### config.mk
export PLATFORM = sky130hd
export DESIGN_NAME = matrix_exe_sequencer
export DESIGN_NICKNAME = d
export VERILOG_FILES = /design/src/rtl/matrix_exe_sequencer.sv
export SDC_FILE = /design/constraint.sdc
export NUM_CORES = 2
export LEC_CHECK = 0
export ABC_AREA = 1
export CAP_MARGIN = 10
export CORE_MARGIN = 2
export CORE_UTILIZATION = 55
export DETAILED_ROUTE_END_ITERATION = 8
export HOLD_SLACK_MARGIN = 0.08
export MAX_ROUTING_LAYER = met4
export PLACE_DENSITY_LB_ADDON = 0.12
export SLEW_MARGIN = 30
export SYNTH_ARGS = -nofsm -noshare
export SYNTH_HDL_FRONTEND = slang
export SYNTH_SLANG_ARGS = --single-unit
### constraint.sdc
create_clock -name Clk -period 36.6 [get_ports Clk]
set_input_delay 9.15 -clock Clk [delete_from_list [all_inputs] [get_ports Clk]]
set_output_delay 9.15 -clock Clk [all_outputs]
set_load 0.05 [all_outputs]
### src/rtl/matrix_exe_sequencer.sv
`default_nettype none
// ---------------------------------------------------------------------------
// matrix_exe_sequencer : fetches instructions and moves operands/results
// between main memory and the matrix ALU over one shared bus.  Rev 1.0
// ---------------------------------------------------------------------------
module matrix_exe_sequencer #(
    parameter int         PC_W    = 12,
    parameter logic [7:0] HALT_OP = 8'hFF
) (
    input  logic            Clk,
    input  logic            Reset,
    input  logic            Go,
    input  logic [255:0]    DataIn,
    output logic [15:0]     address,
    output logic            nRead,
    output logic            nWrite,
    output logic [255:0]    ExeDataOut,
    output logic [PC_W-1:0] PC,
    output logic            Busy,
    output logic            Halted,
    output logic            IllegalOp
);

    localparam logic [15:0] ALU_SRC1 = 16'h2000;
    localparam logic [15:0] ALU_SRC2 = 16'h2001;
    localparam logic [15:0] ALU_SI   = 16'h2002;
    localparam logic [15:0] ALU_RES  = 16'h2003;
    localparam logic [7:0]  OP_IMM   = 8'h07;

    typedef enum logic [3:0] {
        S_IDLE, S_FETCH, S_DECODE, S_RD_S1, S_WR_S1, S_RD_S2,
        S_WR_S2, S_EXEC, S_RD_RES, S_WR_RES, S_NEXT, S_HALT
    } state_t;

    state_t          state_q, state_d;
    logic [PC_W-1:0] pc_q, pc_d;
    logic [31:0]     instr_q, instr_d;
    logic [255:0]    a_q, a_d, b_q, b_d, r_q, r_d;
    logic [15:0]     addr_q, addr_d;
    logic            nrd_q, nrd_d, nwr_q, nwr_d;
    logic [255:0]    dout_q, dout_d;
    logic            busy_q, busy_d, halted_q, halted_d, ill_q, ill_d;

    logic [7:0] op, dst, s1, s2;
    assign op  = instr_q[31:24];
    assign dst = instr_q[23:16];
    assign s1  = instr_q[15:8];
    assign s2  = instr_q[7:0];

    always_ff @(posedge Clk or posedge Reset) begin
        if (Reset) begin
            state_q  <= S_IDLE;
            pc_q     <= '0;
            instr_q  <= '0;
            a_q      <= '0;
            b_q      <= '0;
            r_q      <= '0;
            addr_q   <= '0;
            nrd_q    <= 1'b1;
            nwr_q    <= 1'b1;
            dout_q   <= '0;
            busy_q   <= 1'b0;
            halted_q <= 1'b0;
            ill_q    <= 1'b0;
        end else begin
            state_q  <= state_d;
            pc_q     <= pc_d;
            instr_q  <= instr_d;
            a_q      <= a_d;
            b_q      <= b_d;
            r_q      <= r_d;
            addr_q   <= addr_d;
            nrd_q    <= nrd_d;
            nwr_q    <= nwr_d;
            dout_q   <= dout_d;
            busy_q   <= busy_d;
            halted_q <= halted_d;
            ill_q    <= ill_d;
        end
    end

    // Next state and data captures; reads complete on the edge leaving the state.
    always_comb begin
        state_d = state_q;
        pc_d    = pc_q;
        instr_d = instr_q;
        a_d     = a_q;
        b_d     = b_q;
        r_d     = r_q;
        ill_d   = ill_q;
        case (state_q)
            S_IDLE, S_HALT: begin
                if (Go) begin
                    state_d = S_FETCH;
                    pc_d    = '0;
                    ill_d   = 1'b0;
                end
            end
            S_FETCH: begin
                instr_d = DataIn[31:0];
                state_d = S_DECODE;
            end
            S_DECODE: begin
                if (op == HALT_OP) begin
                    state_d = S_HALT;
                end else if (op > OP_IMM) begin
                    ill_d   = 1'b1;
                    state_d = S_NEXT;
                end else begin
                    state_d = S_RD_S1;
                end
            end
            S_RD_S1: begin
                a_d     = DataIn;
                state_d = S_WR_S1;
            end
            S_WR_S1:  state_d = (op == OP_IMM) ? S_WR_S2 : S_RD_S2;
            S_RD_S2: begin
                b_d     = DataIn;
                state_d = S_WR_S2;
            end
            S_WR_S2:  state_d = S_EXEC;
            S_EXEC:   state_d = S_RD_RES;
            S_RD_RES: begin
                r_d     = DataIn;
                state_d = S_WR_RES;
            end
            S_WR_RES: state_d = S_NEXT;
            S_NEXT: begin
                pc_d    = pc_q + PC_W'(1);
                state_d = S_FETCH;
            end
            default:  state_d = S_IDLE;
        endcase
    end

    // Bus outputs are registered, so they are decoded from the state being entered.
    always_comb begin
        addr_d   = '0;
        nrd_d    = 1'b1;
        nwr_d    = 1'b1;
        dout_d   = dout_q;
        busy_d   = (state_d != S_IDLE) && (state_d != S_HALT);
        halted_d = (state_d == S_HALT);
        case (state_d)
            S_FETCH: begin
                addr_d = {{(16-PC_W){1'b0}}, pc_d};
                nrd_d  = 1'b0;
            end
            S_RD_S1: begin
                addr_d = {8'h10, s1};
                nrd_d  = 1'b0;
            end
            S_WR_S1: begin
                addr_d = ALU_SRC1;
                nwr_d  = 1'b0;
                dout_d = a_d;
            end
            S_RD_S2: begin
                addr_d = {8'h10, s2};
                nrd_d  = 1'b0;
            end
            S_WR_S2: begin
                addr_d = ALU_SRC2;
                nwr_d  = 1'b0;
                dout_d = (op == OP_IMM) ? {248'd0, s2} : b_d;
            end
            S_EXEC: begin
                addr_d = ALU_SI;
                nwr_d  = 1'b0;
                dout_d = {248'd0, op};
            end
            S_RD_RES: begin
                addr_d = ALU_RES;
                nrd_d  = 1'b0;
            end
            S_WR_RES: begin
                addr_d = {8'h10, dst};
                nwr_d  = 1'b0;
                dout_d = r_d;
            end
            default: ;
        endcase
    end

    assign address    = addr_q;
    assign nRead      = nrd_q;
    assign nWrite     = nwr_q;
    assign ExeDataOut = dout_q;
    assign PC         = pc_q;
    assign Busy       = busy_q;
    assign Halted     = halted_q;
    assign IllegalOp  = ill_q;

endmodule
`default_nettype wire

[Yosys cells after proc, flatten, opt, wreduce, memory -nomap -nowiden]
Index checks and enable logic that the tools add are counted.
Word-level totals
  bits in registers: 1093
  input bits: 259
  logic and storage cells: 69
Cells by class
  add/sub/neg operators: 1
  magnitude comparators: 1
  equality and inequality tests: 26
  multiplexer cells: 19
  reduce and logical (&&, ||, !) cells: 9
Operator list (count)
  $mux W256: 4
  $pmux W256 S4: 1
  $pmux W14 S8: 1
  $pmux W4 S11: 1
  $eq A4 B3 Y1 const B: 8
  $eq A4 B4 Y1 const B: 7
  $pmux W12 S2: 1
  $add A12 B1 Y12 const B: 1
  $eq A4 B2 Y1 const B: 3
  $mux W12: 1
  $mux W4: 3
  $eq A4 B1 Y1 const B: 2
  $eq A8 B3 Y1 const B: 1
  $eq A8 B8 Y1 const B: 1
  $gt A8 B3 Y1 const B: 1
  $reduce_bool A4 Y1: 2
  $reduce_or A4 Y1: 2
  $ne A2 B2 Y1 const B: 3
  $mux W1: 5
  $logic_not A4 Y1: 1
  $ne A4 B4 Y1 const B: 1
  $reduce_and A4 Y1: 1
  $mux W2: 1
  $pmux W1 S2: 1
  3 further kinds: 3

[Depth between registers and ports, before layout]
  depth in word-level cells: 7
  gate-level depth with buffers: 14

[Worst setup path after synthesis]
OpenSTA, ideal clock, no wires.
  path kind: input to register
  start: in Go
  end: reg dout_q[147] (netlist: ExeDataOut[147])
  library setup time: 63 ps
  arrival: 10120 ps
  data required time: 36537 ps
  slack: 26418 ps
  stages on the path: 11
  cell sequence: inv_1 nand2_1 nand2_1 nand3_1 nor2_4 buf_4 buf_2 nand4_1 nand3_1 nand2_1 inv_1
Between the ends
  longest elaborated chain between the ends: 4
  elaborated cells on any way between the ends: 8
RTL lines
  start, declared: RTL line 12  | input logic Go,
  $mux W4 *: RTL line 93  | if (Go) begin
  $pmux W4 S11 *: RTL line 91  | case (state_q)
  $eq A4 B4 Y1 / $eq A4 B3 Y1 (equally long branches): RTL line 145  | case (state_d)
  $pmux W256 S4 / $reduce_bool A4 Y1 (equally long branches)
  end signal, assigned: RTL line 75  | dout_q <= dout_d;
  end, declared: RTL line 41  | logic [255:0] dout_q, dout_d;
Mark *: on every way between the ends. The rest lies on a longest branch, timed or not.
A chain may end at the register's enable or synchronous reset.

[Worst setup path after layout]
  start: in Go
  end: reg dout_q[86] (netlist: ExeDataOut[86])
The elaborated chain is that of the path after synthesis.

==> impl_metrics.prom <==
# TYPE chip_impl_metric gauge
chip_impl_info{name="outcome",value="finished clean"} 1
chip_impl_info{name="largest_family_of_logic_cells_by_synthesized_area",value="simple AND/OR/NAND/NOR gates"} 1
chip_impl_metric{name="power.combinational.fraction",unit="%"} 53.5
chip_impl_metric{name="drt_drc_violations_left",unit=""} 0
chip_impl_metric{name="ir_drop_worst_vdd",unit="V"} 0.0000822
chip_impl_metric{name="io-pin-count",unit=""} 548
chip_impl_metric{name="power.share.switching",unit="%"} 47.3
chip_impl_info{name="endpoint_kind",value="flip-flop"} 1
chip_impl_metric{name="layout.nets",unit=""} 6167
chip_impl_info{name="setup_repair_after_global_routing_missed_its_margin",value="no"} 1
chip_impl_metric{name="postRouteWirelength",unit="um"} 120000
chip_impl_metric{name="finalCritPeriodShare",unit="%"} 33.7
chip_impl_metric{name="yosys.area_share.simple",unit="%"} 24.3
chip_impl_metric{name="synthesis.area_per_instance",unit="um^2"} 7.53
chip_impl_info{name="yosys-top-cells-area",value="dfrtp_1, inv_1, nand2_1, o21ai_1, nor2_1"} 1
chip_impl_metric{name="cts.repair.resized",unit=""} 0
chip_impl_metric{name="chipHeight",unit="um"} 280
chip_impl_metric{name="synth_warnings",unit=""} 0
chip_impl_metric{name="dr_total_vias",unit=""} 36300
chip_impl_metric{name="power.sequential.fraction",unit="%"} 29.3
chip_impl_metric{name="ctsHoldBuffers",unit=""} 0
chip_impl_metric{name="finalHoldViolCount",unit=""} 0
chip_impl_metric{name="synth_mux_area_share",unit="%"} 0
chip_impl_metric{name="holdWs",unit="ps"} 477
chip_impl_metric{name="drive_above_1_share",unit="%"} 4.70
chip_impl_metric{name="first_pass_iters",unit=""} 6
chip_impl_metric{name="syn_area",unit="um^2"} 42000
chip_impl_metric{name="leakagePower",unit="nW"} 25.6
chip_impl_metric{name="clockPowerShare",unit="%"} 17.2
chip_impl_metric{name="cts-htree-levels",unit=""} 3
chip_impl_metric{name="xor_xnor_fraction_of_synth_area",unit="%"} 0
chip_impl_metric{name="post_synth_fa_ha_maj_area_fraction",unit="%"} 0.0298
chip_impl_metric{name="grt_pass1_vias",unit=""} 34800
chip_impl_info{name="cell_taking_the_most_area_after_synthesis",value="dfrtp_1"} 1
chip_impl_metric{name="report.final.slew_viol_count",unit=""} 0
chip_impl_metric{name="setup_tns_final",unit="ps"} 0
chip_impl_metric{name="detailedRoute.firstIterationViolations",unit=""} 2958
chip_impl_metric{name="ys_types",unit=""} 36
chip_impl_info{name="cp-start-kind",value="input port"} 1
chip_impl_metric{name="worstSkewPairLatency",unit="ps"} 640
chip_impl_metric{name="initial_utilization",unit="%"} 55.4
chip_impl_info{name="worstSetupPathType",value="input port to flip-flop"} 1
chip_impl_metric{name="syn-instance-count",unit=""} 5577
chip_impl_info{name="synth.top_cells.by_count",value="inv_1, nand2_1, dfrtp_1"} 1
chip_impl_metric{name="grt.overflow.total",unit=""} 0
chip_impl_info{name="min_path_type",value="flip-flop to flip-flop"} 1
chip_impl_metric{name="clock_sinks",unit=""} 835
chip_impl_metric{name="timing.critical_path.arrival",unit="ps"} 12910
chip_impl_metric{name="reg2reg_setup_slack",unit="ps"} 32200
chip_impl_metric{name="die_area",unit="um^2"} 78600
chip_impl_metric{name="placementRows",unit=""} 101
chip_impl_info{name="cts_tree",value="built"} 1
chip_impl_metric{name="die-width",unit="um"} 280
chip_impl_metric{name="grt_first_pass_wirelength",unit="um"} 190000
chip_impl_metric{name="layout-area-overhead-vs-synth",unit="%"} 20.2
chip_impl_metric{name="clock_path_buffers",unit=""} 3
chip_impl_metric{name="min_tclk_post_route",unit="ps"} 12330
chip_impl_metric{name="cp.required",unit="ps"} 37180
chip_impl_metric{name="p_sw",unit="mW"} 2.54
chip_impl_metric{name="total_of_flip_flops_plus_latches_after_synthesis",unit=""} 835
chip_impl_metric{name="cp_max_fo",unit=""} 74
chip_impl_metric{name="gp_routability_congestion",unit=""} 0.874
chip_impl_metric{name="internal_power",unit="mW"} 2.82
chip_impl_info{name="yosysMostFrequentCell",value="inv_1"} 1
chip_impl_metric{name="max-cap-violations",unit=""} 0
chip_impl_metric{name="drtAntennaViolNets",unit=""} 0
chip_impl_metric{name="dpl.hpwl",unit="um"} 69500
chip_impl_metric{name="synth_edf_count",unit=""} 0
chip_impl_metric{name="wire_per_inst",unit="um"} 17.2
chip_impl_metric{name="cts-buffers-inserted",unit=""} 90
chip_impl_metric{name="clock_transition_at_the_registers_of_the_reported_paths",unit="ps"} 60
chip_impl_metric{name="buffer_ports.inserted",unit=""} 545
chip_impl_metric{name="detail_route.vias_per_cell",unit=""} 5.20
chip_impl_metric{name="gr-usage-all-layers",unit="%"} 31.3
chip_impl_metric{name="worst_slew_pin_slew",unit="ps"} 1030
chip_impl_info{name="clock_tree.root_cell",value="clkbuf_16"} 1
chip_impl_metric{name="grt_start_max_net_pins",unit=""} 223
chip_impl_metric{name="synth_compound_area_share",unit="%"} 9.95
chip_impl_metric{name="finClkSkew",unit="ps"} 22.2
chip_impl_metric{name="endpoints_failing_setup",unit=""} 0
chip_impl_metric{name="synth.yosys.seq_area_share",unit="%"} 49.8
chip_impl_metric{name="p_per_area",unit="nW/um^2"} 106
chip_impl_metric{name="coreArea",unit="um^2"} 75800
chip_impl_metric{name="postCtsSetupRepairBufs",unit=""} 0
chip_impl_metric{name="fmaxAchievable",unit="MHz"} 81.1
chip_impl_metric{name="grt_antenna_before_repair",unit=""} 24
chip_impl_metric{name="max_slew_margin",unit="%"} 31.4
chip_impl_info{name="synth_ff_type",value="dfrtp_1"} 1
chip_impl_metric{name="asyncSetResetFlopFracSynth",unit="%"} 100
chip_impl_metric{name="post-synth-top-area-fraction",unit="%"} 49.6
-- routing by layer --
layer	track usage, %	vias up	wire length [um]
li1	-	17700	-
met5	-	-	0
met2	47.9	1206	55500
met3	5.78	259	8950
met4	13.7	0	4960
met1	40.8	17100	50500
-- sequential cells by signal, summed over array words and instances, names as in the netlist, 4 cells and up --
| name | flops |
|---|---|
| address | 14 |
| instr_q | 32 |
| ExeDataOut | 256 |
| a_q | 256 |
| b_q | 256 |
| state_q | 4 |
| PC | 12 |
-- placed cells by master (no fill, tap or decap), types with 3 or more instances in the layout --
| master | Yosys | final |
|---|---|---|
| a21oi_1 | 249 | 249 |
| and2_1 | 8 | 8 |
| buf_12 | 0 | 3 |
| buf_16 | 0 | 3 |
| buf_4 | 27 | 16 |
| buf_6 | 24 | 17 |
| bufinv_16 | 0 | 5 |
| clkbuf_1 | 131 | 24 |
| clkbuf_16 | 0 | 91 |
| clkbuf_8 | 0 | 26 |
| clkdlybuf4s50_1 | 0 | 545 |
| clkinv_1 | 3 | 3 |
| clkinv_2 | 0 | 12 |
| dfrtp_1 | 833 | 833 |
| diode_2 | 0 | 26 |
| inv_1 | 1289 | 1287 |
| inv_2 | 16 | 14 |
| inv_6 | 0 | 3 |
| inv_8 | 0 | 3 |
| nand2_1 | 907 | 905 |
| nand2_2 | 5 | 5 |
| nand3_1 | 287 | 287 |
| nand4_1 | 262 | 262 |
| nor2_1 | 517 | 517 |
| o21a_1 | 4 | 4 |
| o21ai_0 | 118 | 118 |
| o21ai_1 | 446 | 445 |
| o22ai_1 | 6 | 6 |
| or2_0 | 192 | 192 |
| or2_2 | 67 | 67 |
-- power groups by stage --
stage	sequential, mW	combinational [mW]	clock [mW]
after global placement	1.57	2.78	0
after CTS	1.57	2.85	0.935
after floorplan	2.04	1.61	0
after detailed placement	1.58	2.83	0
final	1.57	2.86	0.924
after global routing	1.61	3.16	0.972
-- area by class of cell --
type                            count  area (um^2)
Multi-Input combinational cell   3086        14400
Antenna cell                       26         65.1
Inverter                         1309         4960
Clock inverter                     21          244
Tap cell                          978         1220
Clock buffer                      141         2730
Timing Repair Buffer              585         5920
Fill cell                        6343        25300
Sequential cell                   835        20900
-- critical path, cell delays in order --
cell and delay [ps]:
clkdlybuf4s50_1 470, inv_1 130, nand2_1 60, nand2_1 70
nand3_1 120, nor2_4 750, buf_6 640, buf_4 850
nand4_1 190, nand3_1 130, nand2_1 70, inv_1 50
-- kinds of logic (layout without fill, tap and decap cells) --
family          after synthesis  count (layout)
simple gates               2255            2255
flops                       835             835
buf+inv                    1657            2056
other cells                   1              28
fa+ha+maj                     1               1
compound gates              828             828
-- worst paths after layout --
kind / end / cells after the start / start
max: ExeDataOut[86]$_DFFE_PP0N_ / 12 / Go
min: a_q[149]$_DFF_PP0_ / 2 / a_q[149]$_DFF_PP0_
max in group asynchronous: ExeDataOut[109]$_DFFE_PP0N_ / 6 / Reset
min reg2reg: a_q[149]$_DFF_PP0_ / 2 / a_q[149]$_DFF_PP0_
min in group asynchronous: b_q[1]$_DFF_PP0_ / 2 / Reset
max reg2reg: ExeDataOut[86]$_DFFE_PP0N_ / 13 / instr_q[29]$_DFFE_PP0P_
-- through the flow --
stage	total power, mW	setup WS [ps]	utilization (%)	cells	instance area [um^2]
after detailed placement	4.41	22770	62.4	6789	47300
after CTS	5.36	23410	66.3	6951	50300
after global routing	5.75	23900	66.6	6979	50500
after floorplan	3.65	4000	-	5578	42000
after global placement	4.34	22760	62.4	6789	47300
final	5.36	24270	66.6	6981	50500
Note: power is estimated with default switching activity, not from simulation.
